[config.mk]
export PLATFORM = sky130hd
export DESIGN_NAME = uart_msg_tx_flat
export DESIGN_NICKNAME = d
export VERILOG_FILES = /design/src/rtl/uart_msg_tx_if.sv /design/src/rtl/uart_msg_tx.sv /design/src/flat_wrapper.sv
export SDC_FILE = /design/constraint.sdc
export NUM_CORES = 1
export LEC_CHECK = 0
export ABC_AREA = 0
export CORE_MARGIN = 4
export CORE_UTILIZATION = 59
export DETAILED_ROUTE_END_ITERATION = 12
export PLACE_DENSITY = 0.77
export SYNTH_ARGS = -nofsm -noshare
export SYNTH_HDL_FRONTEND = slang
export SYNTH_SLANG_ARGS = --single-unit
[constraint.sdc]
create_clock -name hwclk -period 2.4 [get_ports hwclk]
set_clock_uncertainty 0.2 [all_clocks]
set_input_delay 0.24 -clock hwclk [delete_from_list [all_inputs] [get_ports hwclk]]
set_output_delay 0.24 -clock hwclk [all_outputs]
set_load 0.02 [all_outputs]
[src/rtl/uart_msg_tx_if.sv]
// rtl/uart_msg_tx_if.sv - button input and UART line bundle for uart_msg_tx
interface uart_msg_tx_if;
    logic btn;
    logic tx;
    logic busy;
    logic done;

    modport master (output btn, input tx, input busy, input done);
    modport slave  (input btn, output tx, output busy, output done);
endinterface

[src/rtl/uart_msg_tx.sv]
// rtl/uart_msg_tx.sv - debounced button triggers a fixed multi-byte UART message
module uart_msg_tx #(
    parameter int                   CLKS_PER_BIT = 104,
    parameter int                   MSG_LEN      = 3,
    parameter logic [8*MSG_LEN-1:0] MSG          = "Hi\n",
    parameter int                   PARITY       = 0,
    parameter int                   STOP_BITS    = 1,
    parameter int                   DEBOUNCE     = 120000
) (
    input  logic         hwclk,
    input  logic         rst,
    uart_msg_tx_if.slave bus
);
    localparam int CW = $clog2(CLKS_PER_BIT);
    localparam int DW = $clog2(DEBOUNCE + 1);
    localparam int BW = (MSG_LEN > 1) ? $clog2(MSG_LEN) : 1;

    localparam logic [CW-1:0] BIT_LAST   = CW'(CLKS_PER_BIT - 1);
    localparam logic [DW-1:0] DEB_LAST   = DW'(DEBOUNCE - 1);
    localparam logic [BW-1:0] BYTE_LAST  = BW'(MSG_LEN - 1);
    localparam logic          STOP_LAST  = (STOP_BITS == 2);
    localparam logic          HAS_PARITY = (PARITY != 0);

    typedef enum logic [2:0] {
        S_IDLE,
        S_START,
        S_DATA,
        S_PARITY,
        S_STOP,
        S_DONE
    } state_t;

    state_t          state;
    state_t          state_n;
    logic            btn_s1;
    logic            btn_s2;
    logic            deb_level;
    logic            deb_prev;
    logic [DW-1:0]   deb_cnt;
    logic            trigger;
    logic [CW-1:0]   bit_cnt;
    logic [2:0]      bit_idx;
    logic            stop_idx;
    logic [BW-1:0]   byte_idx;
    logic [7:0]      cur_byte;
    logic            par_bit;
    logic            bit_end;
    logic            last_stop;
    logic            last_byte;
    logic            tx_c;
    logic            busy_c;
    logic            done_c;

    // Synchronise the button, then accept a new level only after a stable run
    always_ff @(posedge hwclk) begin
        if (rst) begin
            btn_s1    <= 1'b0;
            btn_s2    <= 1'b0;
            deb_level <= 1'b0;
            deb_prev  <= 1'b0;
            deb_cnt   <= '0;
        end else begin
            btn_s1   <= bus.btn;
            btn_s2   <= btn_s1;
            deb_prev <= deb_level;
            if (btn_s2 == deb_level) begin
                deb_cnt <= '0;
            end else if (deb_cnt == DEB_LAST) begin
                deb_level <= btn_s2;
                deb_cnt   <= '0;
            end else begin
                deb_cnt <= deb_cnt + 1'b1;
            end
        end
    end

    assign trigger   = deb_level & ~deb_prev;
    assign bit_end   = (bit_cnt == BIT_LAST);
    assign last_stop = (stop_idx == STOP_LAST);
    assign last_byte = (byte_idx == BYTE_LAST);

    // Pick the current message byte; byte 0 is the leftmost character
    always_comb begin
        cur_byte = 8'h00;
        for (int i = 0; i < MSG_LEN; i++) begin
            if (byte_idx == BW'(i)) begin
                cur_byte = MSG[8*(MSG_LEN-1-i) +: 8];
            end
        end
    end

    assign par_bit = (PARITY == 1) ? ~^cur_byte : ^cur_byte;

    // FSM state register
    always_ff @(posedge hwclk) begin
        if (rst) begin
            state <= S_IDLE;
        end else begin
            state <= state_n;
        end
    end

    // Bit timing, data bit, stop bit and byte counters
    always_ff @(posedge hwclk) begin
        if (rst) begin
            bit_cnt  <= '0;
            bit_idx  <= '0;
            stop_idx <= 1'b0;
            byte_idx <= '0;
        end else begin
            if (state == S_IDLE || state == S_DONE || bit_end) begin
                bit_cnt <= '0;
            end else begin
                bit_cnt <= bit_cnt + 1'b1;
            end

            if (state != S_DATA) begin
                bit_idx <= '0;
            end else if (bit_end) begin
                bit_idx <= bit_idx + 3'd1;
            end

            if (state != S_STOP) begin
                stop_idx <= 1'b0;
            end else if (bit_end) begin
                stop_idx <= stop_idx + 1'b1;
            end

            if (state == S_IDLE || state == S_DONE) begin
                byte_idx <= '0;
            end else if (state == S_STOP && bit_end && last_stop && !last_byte) begin
                byte_idx <= byte_idx + 1'b1;
            end
        end
    end

    // Next state and line outputs; done shares its cycle with a possible restart
    always_comb begin
        state_n = state;
        tx_c    = 1'b1;
        busy_c  = 1'b0;
        done_c  = 1'b0;
        case (state)
            S_IDLE: begin
                if (trigger) state_n = S_START;
            end
            S_START: begin
                tx_c   = 1'b0;
                busy_c = 1'b1;
                if (bit_end) state_n = S_DATA;
            end
            S_DATA: begin
                tx_c   = cur_byte[bit_idx];
                busy_c = 1'b1;
                if (bit_end && bit_idx == 3'd7) state_n = HAS_PARITY ? S_PARITY : S_STOP;
            end
            S_PARITY: begin
                tx_c   = par_bit;
                busy_c = 1'b1;
                if (bit_end) state_n = S_STOP;
            end
            S_STOP: begin
                busy_c = 1'b1;
                if (bit_end && last_stop) state_n = last_byte ? S_DONE : S_START;
            end
            S_DONE: begin
                done_c  = 1'b1;
                state_n = trigger ? S_START : S_IDLE;
            end
            default: state_n = S_IDLE;
        endcase
    end

    assign bus.tx   = tx_c;
    assign bus.busy = busy_c;
    assign bus.done = done_c;
endmodule

[src/flat_wrapper.sv]
// flat-port wrapper written by rule: the top's interface ports become plain ports
module uart_msg_tx_flat 
#(
    parameter int                   CLKS_PER_BIT = 104,
    parameter int                   MSG_LEN      = 3,
    parameter logic [8*MSG_LEN-1:0] MSG          = "    ",
    parameter int                   PARITY       = 0,
    parameter int                   STOP_BITS    = 1,
    parameter int                   DEBOUNCE     = 120000
)
  (hwclk, rst, bus_btn, bus_tx, bus_busy, bus_done);
  uart_msg_tx_if bus_i ();
  input  logic hwclk;
  input  logic rst;
  input wire logic [$bits(bus_i.btn)-1:0] bus_btn;
  output wire logic [$bits(bus_i.tx)-1:0] bus_tx;
  output wire logic [$bits(bus_i.busy)-1:0] bus_busy;
  output wire logic [$bits(bus_i.done)-1:0] bus_done;
  assign bus_i.btn = bus_btn;
  assign bus_tx = bus_i.tx;
  assign bus_busy = bus_i.busy;
  assign bus_done = bus_i.done;
  uart_msg_tx #(.CLKS_PER_BIT(CLKS_PER_BIT), .MSG_LEN(MSG_LEN), .MSG(MSG), .PARITY(PARITY), .STOP_BITS(STOP_BITS), .DEBOUNCE(DEBOUNCE)) u_core (.hwclk(hwclk), .rst(rst), .bus(bus_i));
endmodule
# Word level (Yosys, flattened, before mapping)
# Index checks and enable logic that the tools add are counted.
# W data, S select, Z words.
[word_totals] inputBits=3 out_inout_bits=3 wordCells=73 reg_bits=37
[op_classes] muxes=16 n_reduce_logical=19 magnitude_cmp=1 n_eq_ne=18 bitwise=4 add_sub_neg=5
[ops] operator="$mux W3" count=6
[ops] operator="$mux W6" count=3
[ops] operator="$pmux W3 S6" count=1
[ops] operator="$add A17 B1 Y17 const B" count=1
[ops] operator="$eq A17 B17 Y1 const B" count=1
[ops] operator="$eq A3 B3 Y1 const B" count=3
[ops] operator="$ne A2 B1 Y1 const B" count=4
[ops] operator="$reduce_or A2 Y1" count=4
[ops] operator="$reduce_xor A8 Y1" count=1
[ops] operator="$add A7 B1 Y7 const B" count=1
[ops] operator="$eq A7 B7 Y1 const B" count=1
[ops] operator="$eq A3 B2 Y1 const B" count=2
[ops] operator="$logic_and A1 B1 Y1" count=5
[ops] operator="$reduce_and A5 Y1" count=1
[ops] operator="$lt A3 B4 Y1 const B" count=1
[ops] operator="$mux W1" count=4
[ops] operator="$reduce_or A4 Y1" count=1
[ops] operator="$add A3 B1 Y3 const B" count=1
[ops] operator="$bmux W1 S3" count=1
[ops] operator="$eq A3 B1 Y1 const B" count=1
[ops] operator="$logic_not A3 Y1" count=1
[ops] operator="$ne A3 B2 Y1 const B" count=1
[ops] operator="$ne A3 B3 Y1 const B" count=1
[ops] operator="$not A1 Y1" count=3
[ops] operator="other kinds (13)" count=14

# Depth between registers and ports, before layout
[depth] depth_word=7 ltp_mapped=7 depth_no_buf=6

# Least setup slack after synthesis
# No wires, ideal clock.
[synth_path] path_kind="register to register" startpoint="reg u_core.deb_cnt[13]" endpoint="reg u_core.deb_cnt[16]" n_path_buf=2 t_required_ns=2.085 period_less_slack_ns=1.815 slack_ns=0.585 stages_incl_launch_ff=7 setup_time_ns=0.115 arrival_time_ns=1.501 cell_sequence="dfxtp_1 -> or4b_1 -> nor4_2 -> a211o_2 -> buf_6 -> buf_12 -> nor2_1"
[synth_between] elab_chain_cells=2
[synth_rtl] element="from (decl)" line_no="uart_msg_tx.sv:39" rtl="logic [DW-1:0] deb_cnt;"
[synth_rtl] element="from (signal assigned)" line_no="uart_msg_tx.sv:72" rtl="deb_cnt <= deb_cnt + 1'b1;"
[synth_rtl] element="branches (longest 2 deep; another with $add A17 B1 Y17)"
# Several ways; the timed one is not identified.
# A chain may end at the register's enable or synchronous reset.

# Final worst setup path
[layout_path] startpoint="reg u_core.state[0]" endpoint="out bus_tx"
[layout_between] elab_chain_cells=2
[layout_rtl] element="from (decl)" line_no="uart_msg_tx.sv:33" rtl="state_t state;"
[layout_rtl] element="from (signal assigned)" line_no="uart_msg_tx.sv:99" rtl="state <= state_n;"
[layout_rtl] element="$eq A3 B2 Y1 / $eq A3 B1 Y1 (equally long branches)" line_no="uart_msg_tx.sv:143" rtl="case (state)"
[layout_rtl] element="$pmux W1 S3 *" line_no="uart_msg_tx.sv:143"
[layout_rtl] element="to (decl)" line_no="flat_wrapper.sv:16" rtl="output wire logic [$bits(bus_i.tx)-1:0] bus_tx;"
# Mark *: on every way between the ends. The rest lies on a longest branch, timed or not.

==> metrics.md <==
| Metric | Value |
|---|---|
| Final #Nets | `210` |
| Die width | `62.0 um` |
| Internal power | `0.000733 W` |
| Area grow syn2layout | `5.45%` |
| Synthesized area per cell | `8.83 sq um` |
| HPWL after DPL | `2140 um` |
| TritonRoute pass-1 iters | `4` |
| Synth Area in Compound Gates | `0.0661` |
| H-Tree Depth | `2` |
| DR vias/cell | `5.66` |
| Post-cts resize count | `0` |
| P_leak | `0.567 nW` |
| First-pass GRT wire length | `5150 um` |
| TritonCTS clock tree | `built` |
| Clock Path Buffers | `2` |
| Synth unique cells | `38` |
| Final instance area | `1820 sq um` |
| Rel. slew slack | `0.622` |
| ANT nets after route | `0` |
| Tmin final | `2250 ps` |
| Antenna Cells | `0` |
| Gpl congestion | `0.801` |
| Clock-pin slew of the registers on the worst-case setup and hold paths | `100 ps` |
| Synth top area cells | `dfxtp_1 (43%), xnor2_1 (11%), nor2_1 (7.6%)` |
| Routed wire length per instance | `13.1 um` |
| Async set-reset flop share out of synthesis | `0` |
| Setup_tns | `0 ps` |
| Clock Latency Late Sink | `340 ps` |
| Delay of the slowest critical-path stage | `590 ps` |
| Iter 0 DRT Violations | `99` |
| RSZ-0062 raised after global routing | `no` |
| DRC Markers | `0` |
| Fmax achieved | `0.445 GHz` |
| Leading cell type in the layout, fill and taps excluded | `dfxtp_1` |
| Clock Root Buffer | `clkbuf_4` |
| Final Max Slew Viols | `0` |
| Pwr per Cell Area | `518 nW/um^2` |
| CP endpoint kind | `output port` |
| Outcome | `complete, no violations` |
| Seq cells post-synth | `37` |
| Crit path buf inv count | `1` |
| Pin count of the biggest net entering global routing | `18` |
| CP max FO | `10` |
| Setup CP Type | `register to output port` |
| Cts hold-fix bufs | `0` |
| Power share of the clock group | `0.331` |
| Sw frac | `0.220` |
| Area leader, netlist | `dfxtp_1` |
| Worst EP required | `1960 ps` |
| CP delay by family, top | `buffers and inverters` |
| Post-synthesis mux area share | `0.0124` |
| Routed wire length | `3050 um` |
| NetSw | `0.000207 W` |
| Post-Synth Adder-Cell Area | `0.0436` |
| Final worst setup slack | `152 ps` |
| Sequential share of power | `0.656` |
| Final setup fails | `0` |
| Slowest library cell on the worst path | `clkdlybuf4s50_1` |
| Die area | `3850 sq um` |
| Synthesized netlist cell count | `195` |
| Post-DP Area | `1760 sq um` |
| Number of global-route vias before repair | `1175` |
| Core area | `2780 sq um` |
| Total track usage | `0.184` |
| Most frequent cells in the layout | `dfxtp_1 (37), nor2_1 (35), xnor2_1 (22), inv_1 (11), nand2_1 (11)` |
| Xor/xnor share of the synthesized area | `0.127` |
| Seq/Total Area, Yosys | `0.430` |
| Part of the power in combinational logic | `0.012` |
| Worst VDD drop | `402 uV` |
| Die H | `62.0 um` |
| Critical path launch point type | `register` |
| Post-synth EDFFs | `0` |
| CTS sink count | `37` |
| Routed vias | `1318` |
| Synth Area in Simple Gates | `0.270` |
| Num rows | `19` |
| PortBufs | `5` |
| Worst slack at placement | `423 ps` |
| Min Hold Slack | `255 ps` |
| Io pins | `6` |
| CP arrival | `1810 ps` |
| Mapped Area | `1720 sq um` |
| Final Hold Vio Count | `0` |
| Worst-Margin Slew | `564 ps` |
| TritonCTS Buffers | `5` |
| Syn Nets | `204` |
| Grt ovf | `0` |
| Share of the synthesized area in the top cell type | `0.430` |
| Crit-path cells | `a31oi_1 -> o21ai_0 -> a21o_1 -> clkdlybuf4s50_1` |
| Number of synthesis warnings | `0` |
| Share of layout cells above drive strength 1 | `0.0693` |
| Min-delay worst type | `register to register` |
| Max-cap violations | `0` |
| Initial Utilization | `0.619` |
| Final Total Pwr | `0.000940 W` |
| Ys flop type | `dfxtp_1` |
| Tcrit/Tclk final | `0.937` |
| Post-CTS setup buffer count | `0` |
| Largest family of logic cells by synthesized area | `simple AND/OR/NAND/NOR gates` |
| Initial antenna violation count | `0` |
[state kept, by name, summed over array words and instances (netlist names)]
register and cells:
u_core.bit_cnt 7, u_core.bit_idx 3, u_core.btn_s1 1, u_core.btn_s2 1, u_core.byte_idx 2, u_core.deb_cnt 17, u_core.deb_level 1, u_core.deb_prev 1
u_core.state 3, u_core.stop_idx 1
[synth_stat cells, drive strengths merged, types with 4 or more instances]
| cell | instances |
|---|---|
| nand2b | 5 |
| nand4 | 7 |
| dfxtp | 37 |
| xnor2 | 22 |
| o21ai | 4 |
| nor4 | 7 |
| inv | 11 |
| ha | 6 |
| nand3 | 8 |
| clkbuf | 4 |
| nand2 | 11 |
| nor2 | 35 |
| nor3 | 5 |
[final cells by class]
cell class | count | area (sq um)
clock buffer | 6 | 41.3
clock inverter | 2 | 10.0
fill | 255 | 966
inverter | 11 | 41.3
multi-input combinational | 141 | 893
sequential | 37 | 741
tap | 31 | 38.8
timing repair buffer | 5 | 50.0
[worst paths after layout]
| path | startpoint | to | depth (start not counted) | slack [ps] |
|---|---|---|---|---|
| worst max-delay path | u_core.state[0]$_SDFFE_PP0P_ | bus_tx | 4 | 150 |
| worst min-delay path | u_core.bit_cnt[0]$_SDFF_PP0_ | u_core.bit_cnt[0]$_SDFF_PP0_ | 1 | 250 |
| worst max register to register | u_core.deb_cnt[0]$_SDFF_PP0_ | u_core.deb_cnt[16]$_SDFF_PP0_ | 5 | 420 |
| worst min register to register | u_core.bit_cnt[0]$_SDFF_PP0_ | u_core.bit_cnt[0]$_SDFF_PP0_ | 1 | 250 |
[through the flow]
| stage | util | std cells |
|---|---|---|
| 4_1_cts | 0.653 | 233 |
| 6_report | 0.653 | 233 |
| 2_1_floorplan | - | 195 |
| 3_5_place_dp | 0.634 | 225 |
| 3_3_place_gp | 0.634 | 225 |
| 5_1_grt | 0.653 | 233 |
[power by group through the flow]
stage	logic, W	clock network (W)	registers (W)
2_1_floorplan	0.00000946	0	0.000631
4_1_cts	0.0000116	0.000321	0.000617
3_5_place_dp	0.0000115	0	0.000631
6_report	0.0000116	0.000311	0.000617
3_3_place_gp	0.0000108	0	0.000631
5_1_grt	0.0000123	0.000353	0.000617
[metal layers]
| metal | up-vias | share of wire | GRT usage |
|---|---|---|---|
| li1 | 671 | - | - |
| met1 | 615 | 0.47 | 0.224 |
| met2 | 28 | 0.47 | 0.290 |
| met3 | 4 | 0.051 | 0.0764 |
| met4 | 0 | 0.014 | 0.0667 |
| met5 | - | 0 | 0 |
[logic make-up (layout without fill, tap and decap cells)]
logic type	Yosys count	after routing
XOR/XNOR	25	25
AND/OR/NAND/NOR	91	91
buffers and inverters	17	24
adder cells (fa/ha/maj)	6	6
AO/OA/AOI/OAI	17	17
multiplexers	2	2
flip-flops	37	37
Note: power is estimated with default switching activity, not from simulation.
